==> src/rtl/pwm_multi_gen.sv <==
// pwm_multi_gen: N-channel PWM with debounced inc/dec buttons per channel.
// Duty and mode load only at period boundaries; edge or center aligned.
module pwm_multi_gen #(
  parameter int N_CH      = 4,
  parameter int CNT_W     = 8,
  parameter int PERIOD    = 100,
  parameter int STEP      = 10,
  parameter int DUTY_INIT = 50,
  parameter int DEB_DIV   = 4
) (
  input  logic                  clk,
  input  logic                  rst,
  input  logic [N_CH-1:0]       inc,
  input  logic [N_CH-1:0]       dec,
  input  logic                  mode,
  output logic [N_CH*CNT_W-1:0] duty_o,
  output logic [N_CH-1:0]       pwm_out,
  output logic                  period_start
);

  localparam int DW = (DEB_DIV > 2) ? $clog2(DEB_DIV) : 1;
  localparam logic [DW-1:0] DEB_LAST = DW'(DEB_DIV - 1);
  localparam logic [CNT_W-1:0] CNT_LAST = CNT_W'(PERIOD - 1);
  localparam logic [CNT_W-1:0] PER_C = CNT_W'(PERIOD);
  localparam logic [CNT_W-1:0] DUTY_RST = CNT_W'(DUTY_INIT);
  localparam logic [CNT_W:0] PER_X = (CNT_W+1)'(PERIOD);
  localparam logic [CNT_W:0] STEP_X = (CNT_W+1)'(STEP);

  typedef enum logic [1:0] {
    ST_LOAD,
    ST_UP,
    ST_DOWN
  } state_e;

  // Slow sampling enable
  logic [DW-1:0] deb_cnt_q;
  logic [DW-1:0] deb_cnt_d;
  logic          slow_en;

  always_comb begin
    slow_en   = (deb_cnt_q == DEB_LAST);
    deb_cnt_d = slow_en ? '0 : deb_cnt_q + DW'(1);
  end

  // Button sampling; inc in the low half, dec in the high half
  logic [2*N_CH-1:0] btn;
  logic [2*N_CH-1:0] s1_q;
  logic [2*N_CH-1:0] s1_d;
  logic [2*N_CH-1:0] s2_q;
  logic [2*N_CH-1:0] s2_d;
  logic [2*N_CH-1:0] press;

  assign btn = {dec, inc};

  always_comb begin
    s1_d  = slow_en ? btn  : s1_q;
    s2_d  = slow_en ? s1_q : s2_q;
    press = s1_q & ~s2_q & {(2*N_CH){slow_en}};
  end

  function automatic logic [CNT_W-1:0] step_duty(
    input logic [CNT_W-1:0] d,
    input logic             up,
    input logic             dn
  );
    logic [CNT_W:0] dx;
    logic [CNT_W:0] sum;
    logic [CNT_W:0] diff;
    dx        = {1'b0, d};
    sum       = dx + STEP_X;
    diff      = dx - STEP_X;
    step_duty = d;
    unique case (1'b1)
      (up && !dn): begin
        if (sum > PER_X) step_duty = PER_C;
        else             step_duty = sum[CNT_W-1:0];
      end
      (dn && !up): begin
        if (dx >= STEP_X) step_duty = diff[CNT_W-1:0];
        else              step_duty = '0;
      end
      default: step_duty = d;
    endcase
  endfunction

  // Pending duty registers
  logic [CNT_W-1:0] duty_q [N_CH];
  logic [CNT_W-1:0] duty_d [N_CH];

  always_comb begin
    for (int i = 0; i < N_CH; i++) begin
      duty_d[i] = step_duty(duty_q[i], press[i], press[N_CH+i]);
    end
  end

  for (genvar g = 0; g < N_CH; g++) begin : g_duty_o
    assign duty_o[g*CNT_W +: CNT_W] = duty_q[g];
  end

  // Period sequencer; ST_LOAD forces a boundary right after reset
  state_e           state_q;
  state_e           state_d;
  logic [CNT_W-1:0] cnt_q;
  logic [CNT_W-1:0] cnt_d;
  logic             mode_act_q;
  logic             mode_act_d;
  logic             bound;
  logic             ps_q;
  logic             ps_d;

  always_comb begin
    state_d = state_q;
    cnt_d   = cnt_q;
    bound   = 1'b0;
    unique case (state_q)
      ST_LOAD: bound = 1'b1;
      ST_UP: begin
        if (cnt_q == CNT_LAST) begin
          if (mode_act_q) state_d = ST_DOWN;
          else            bound   = 1'b1;
        end else begin
          cnt_d = cnt_q + CNT_W'(1);
        end
      end
      ST_DOWN: begin
        if (cnt_q == '0) bound = 1'b1;
        else             cnt_d = cnt_q - CNT_W'(1);
      end
      default: bound = 1'b1;
    endcase
    if (bound) begin
      state_d = ST_UP;
      cnt_d   = '0;
    end
    ps_d       = bound;
    mode_act_d = bound ? mode : mode_act_q;
  end

  // Active duty and registered compare
  logic [CNT_W-1:0] act_q [N_CH];
  logic [CNT_W-1:0] act_d [N_CH];
  logic [N_CH-1:0]  pwm_q;
  logic [N_CH-1:0]  pwm_d;
  logic [CNT_W:0]   cnt_x;

  always_comb begin
    cnt_x = {1'b0, cnt_q};
    for (int i = 0; i < N_CH; i++) begin
      act_d[i] = bound ? duty_q[i] : act_q[i];
      if (mode_act_q) begin
        pwm_d[i] = (cnt_x >= (PER_X - {1'b0, act_q[i]}));
      end else begin
        pwm_d[i] = (cnt_x < {1'b0, act_q[i]});
      end
    end
  end

  always_ff @(posedge clk) begin
    if (rst) begin
      deb_cnt_q  <= '0;
      s1_q       <= '0;
      s2_q       <= '0;
      state_q    <= ST_LOAD;
      cnt_q      <= '0;
      mode_act_q <= 1'b0;
      ps_q       <= 1'b0;
      pwm_q      <= '0;
      for (int i = 0; i < N_CH; i++) begin
        duty_q[i] <= DUTY_RST;
        act_q[i]  <= DUTY_RST;
      end
    end else begin
      deb_cnt_q  <= deb_cnt_d;
      s1_q       <= s1_d;
      s2_q       <= s2_d;
      state_q    <= state_d;
      cnt_q      <= cnt_d;
      mode_act_q <= mode_act_d;
      ps_q       <= ps_d;
      pwm_q      <= pwm_d;
      for (int i = 0; i < N_CH; i++) begin
        duty_q[i] <= duty_d[i];
        act_q[i]  <= act_d[i];
      end
    end
  end

  assign pwm_out      = pwm_q;
  assign period_start = ps_q;

endmodule
==> config.mk <==
export PLATFORM = sky130hd
export DESIGN_NAME = pwm_multi_gen
export DESIGN_NICKNAME = d
export VERILOG_FILES = /design/src/rtl/pwm_multi_gen.sv
export SDC_FILE = /design/constraint.sdc
export NUM_CORES = 1
export LEC_CHECK = 0
export CORE_MARGIN = 8
export CORE_UTILIZATION = 65
export DETAILED_ROUTE_END_ITERATION = 16
export GPL_TIMING_DRIVEN = 0
export PLACE_DENSITY = 0.95
export SYNTH_ARGS = -nofsm -noshare
export SYNTH_HDL_FRONTEND = slang
export SYNTH_SLANG_ARGS = --single-unit
==> constraint.sdc <==
create_clock -name clk -period 6.6 [get_ports clk]
set_input_delay 0.99 -clock clk [delete_from_list [all_inputs] [get_ports clk]]
set_output_delay 0.99 -clock clk [all_outputs]
set_load 0.1 [all_outputs]
Word level (Yosys, flattened, before mapping) --
Memories as Yosys holds them, arrays and structs flattened. Cells that the tools add are included. Widths: inputs -> output; s select.
Storage, ports and cells: register bits 34, input bits 11, logic and storage cells 127, latch bits 0, memories 2, output and inout bits 37, bits in writable memories 64, memory bits (read-only) 0
Operators by class: shift-type cells 0, multiplexer cells 42, bitwise operators 11, add/subtract/negate cells 15, $mul 0, equality and inequality tests 6, reductions and logical operators 26, div/mod/pow operators 0, $lt $le $gt $ge 16
Memory list:
- act_q | words 4, width 8, read ports 4, clocked after memory_dff 0, write ports 4, RTL line 140 | logic [CNT_W-1:0] act_q [N_CH];
- duty_q | words 4, width 8, read ports 4, clocked after memory_dff 0, write ports 4, RTL line 87 | logic [CNT_W-1:0] duty_q [N_CH];
Operator list (count):
- $mux 8 | 22
- $pmux 8 s2 | 5
- $add 8x4->9 const B | 4
- $ge 8x9->1 | 4
- $gt 9x7->1 const B | 4
- $sub 7x8->9 const A | 4
- $ge 8x4->1 const B | 4
- $lt 8x8->1 | 4
- $sub 8x4->8 const B | 4
- $and 8x8->8 | 2
- $mux 1 | 14
- $reduce_and 3->1 | 3
- $add 8x1->8 const B | 1
- $eq 8x7->1 const B | 1
- $logic_and 1x1->1 | 8
- $logic_not 1->1 | 8
- $logic_not 8->1 | 1
- $not 8->8 | 1
- $or 1x1->1 | 8
- $reduce_bool 2->1 | 4
- $sub 8x1->8 const B | 1
- $eq 2x2->1 const B | 2
- $ne 2x2->1 const B | 2
- $reduce_or 2->1 | 2
- 3 further kinds | 3

Logic depth before layout (Yosys ltp) --
depth after elaboration 7, mapped depth 13, gate-level depth less buffers 10

Worst setup path before layout --
Ideal clock, no wire load.
kind register to register, start mem duty_q[1][1], end mem duty_q[1][4], setup slack 3725 ps, library setup time 116 ps, buffers on the path 0, required time 6484 ps, period minus slack after synthesis 2875 ps, data arrival time 2759 ps, stages on the path, launching flop included 9, cell sequence dfxtp_1 inv_1 ha_1 nor3b_1 a221oi_2 o21ai_1 a2111oi_2 nor3_1 a31o_1
RTL lines (RTL line):
- start, declared | 87

Worst setup path after layout --
start in rst, end reg ps_q (netlist: period_start)
RTL lines:
- start, declared | RTL line 12 | input logic rst,
- end signal, assigned | RTL line 179 | ps_q <= ps_d;
- end, declared | RTL line 108 | logic ps_q;
No word-level cell between the ends.

==> metrics.md <==
| Metric | Value |
|---|---|
| Worst setup SP type | `input port` |
| DP Area | `between 7000 and 8000 sq um` |
| Die X | `120 microns` |
| WHS | `0.442 ns` |
| # clock sinks | `90` |
| Seq/Total Area, Yosys | `0.254` |
| # DRC | `0` |
| Arr. time, crit path | `3.53 ns` |
| VDD IR max | `0.140 mV` |
| Cell Count, Final, Fillers Out | `roughly 1,100` |
| CP Cell Sequence | `clkdlybuf4s50_1, clkbuf_1, clkbuf_1, clkbuf_1, nor2_1` |
| Global Route Usage Sum | `0.253` |
| First-pass GRT wire length | `around 31 mm` |
| Slew Viols, Final | `0` |
| Critical Path Sink Type | `flop` |
| CTS clk-pin slew, worst paths | `0.08 ns` |
| Boundary Pins | `48` |
| CTS buffer count | `9` |
| Initial antenna violation count | `0` |
| Seq cells post-synth | `90` |
| Antenna-violating nets left | `0` |
| Clock root cell | `clkbuf_8` |
| Pwr per Cell Area | `142 nW/um^2` |
| Synth Instances | `~880` |
| Fraction of layout cells with a size suffix above 1 | `0.0502` |
| Total grt overflow | `0` |
| Synth async-reset ratio | `0` |
| Max incr delay on CP | `0.73 ns` |
| DRT Wirelength | `roughly 18 mm` |
| Final Util | `0.733` |
| CTS Buffer Depth | `2` |
| ANT cells | `0` |
| Final Skew | `~0.011 ns` |
| Dpl cells | `1,061` |
| RR Startpoint | `deb_cnt_q[0]` |
| Synth Flop Type | `dfxtp_1` |
| Leak pwr | `3.27 nW` |
| Die area | `14,500 sq um` |
| Max-Slew Margin vs Limit | `0.338` |
| Total of warnings raised by yosys | `0` |
| Finish-stage setup viols | `0` |
| Setup repair bufs after CTS | `0` |
| CP required | `6.84 ns` |
| GP Congestion | `0.936` |
| Final instance area | `approximately 7900 sq um` |
| PortBufs | `43` |
| Minimum clock period | `3.29 ns` |
| Tightest Pin Transition | `0.990 ns` |
| Post-DP HPWL | `13.1 mm` |
| Clk_lat worst skew | `0.39 ns` |
| Worst Path Max Fanout | `10` |
| EDFF count, synth | `0` |
| Vias post-DR | `6,790` |
| H-tree depth | `3` |
| Row cnt | `38` |
| Vias per std cell | `6.31` |
| Area Overhead vs Synth | `11.3%` |
| Nets | `roughly 1,000` |
| Status | `completed` |
| Initial DRC Count | `691` |
| Routed wire per std cell | `16.8 microns` |
| Crit Path Class | `input port to flop` |
| Pin count of the biggest net entering global routing | `15` |
| Commonest non-fill, non-tap cell in the layout | `ha_1` |
| Most used cell along the critical path | `clkbuf_1` |
| Die H | `120 microns` |
| Hold Path Origin | `deb_cnt_q[0]` |
| Drt first pass iters | `6` |
| RSZ-0062 raised after global routing | `false` |
| Slowest-stage cell, CP | `clkdlybuf4s50_1` |
| Vias in the first global route | `around 6,500` |
| Max-cap viol count | `0` |
| F_max | `0.304 GHz` |
| CTS Hold Bufs | `0` |
| Core box area | `10,700 sq um` |
| Endpoints failing hold | `0` |
| Post-Syn Area | `7080 sq um` |
| Initial Util | `0.659` |
| Hold crit path type | `flop to flop` |
| Syn_area_per_cell | `approximately 8.1 sq um` |
| Post-CTS sizing | `0` |
| CTS tree | `built` |
| Most frequent cells in the layout | `93 x ha_1, 90 x dfxtp_1, 80 x nor2_1` |
| Count of cell types in the netlist | `between 80 and 90` |
| Final period utilization | `0.498` |
| CP Launch Point | `rst` |
| Final setup TNS | `0 ns` |
-- cell usage after synthesis, drive strengths merged, types with 17 or more instances --
library cell	n	area [sq um]
o21a	24	180
xnor2	28	245
a21oi	62	314
mux2i	39	390
dfxtp	90	1800
buf	21	121
nand2	62	233
clkbuf	27	101
o211ai	17	128
ha	93	1160
nor2	81	312
nor3	23	115
o21ai	54	274
inv	69	259
-- worst max-delay path: cells and delay by family --
| kind | cells | cell delay, ns |
|---|---|---|
| buffers and inverters | 4 | 2.40 |
| AND/OR/NAND/NOR | 1 | 0.14 |
-- flip-flops by register name (all words and copies together) (netlist names) --
signal	flops
act_q	28
s1_q	8
cnt_q	8
period_start	1
pwm_out	4
deb_cnt_q	2
s2_q	8
mode_act_q	1
duty_q	28
state_q	2
-- kinds of logic after synthesis --
group | synth area share
flip-flops | 0.254
AND/OR/NAND/NOR | 0.181
adder cells (fa/ha/maj) | 0.167
XOR/XNOR | 0.0383
other | 0.000530
AO/OA/AOI/OAI | 0.235
multiplexers | 0.0551
buffers and inverters | 0.0686
-- layout make-up --
class	count	area [sq um]
plain buffers	48	223
clock buffers	11	131
clock inverters	4	52.6
fillers	805	2860
inverters	70	263
multi-input cells	670	4800
flip-flops and latches	90	1800
well taps	140	175
repair buffers	43	430
-- final timing paths --
kind         slack [ns]  cells past startpoint           end
max                3.31                      5  period_start
min                0.44                      1  deb_cnt_q[0]
max reg2reg        3.46                     10  duty_q[2][7]
min reg2reg        0.44                      1  deb_cnt_q[0]
-- report_power, final --
group	switching [W]	internal, W
Sequential	0.0000139	0.000555
Combinational	0.000111	0.0000560
Clock	0.000205	0.000175
Total	0.000330	0.000786
-- per-layer routing --
layer	share of wire	global-route usage	up-vias
met2	0.47	0.419	342
met5	0	0	-
li1	-	-	3253
met3	0.078	0.0513	60
met4	0.035	0.127	0
met1	0.42	0.307	3135
-- through the flow --
step / power [W] / setup WS [ns]
global placement: 0.000739 / 3.04
CTS: 0.00112 / 3.38
global route: 0.00115 / 3.10
detailed placement: 0.000745 / 3.01
floorplan: 0.000700 / 3.73
finish: 0.00112 / 3.31
Note: power is estimated with default switching activity, not from simulation.
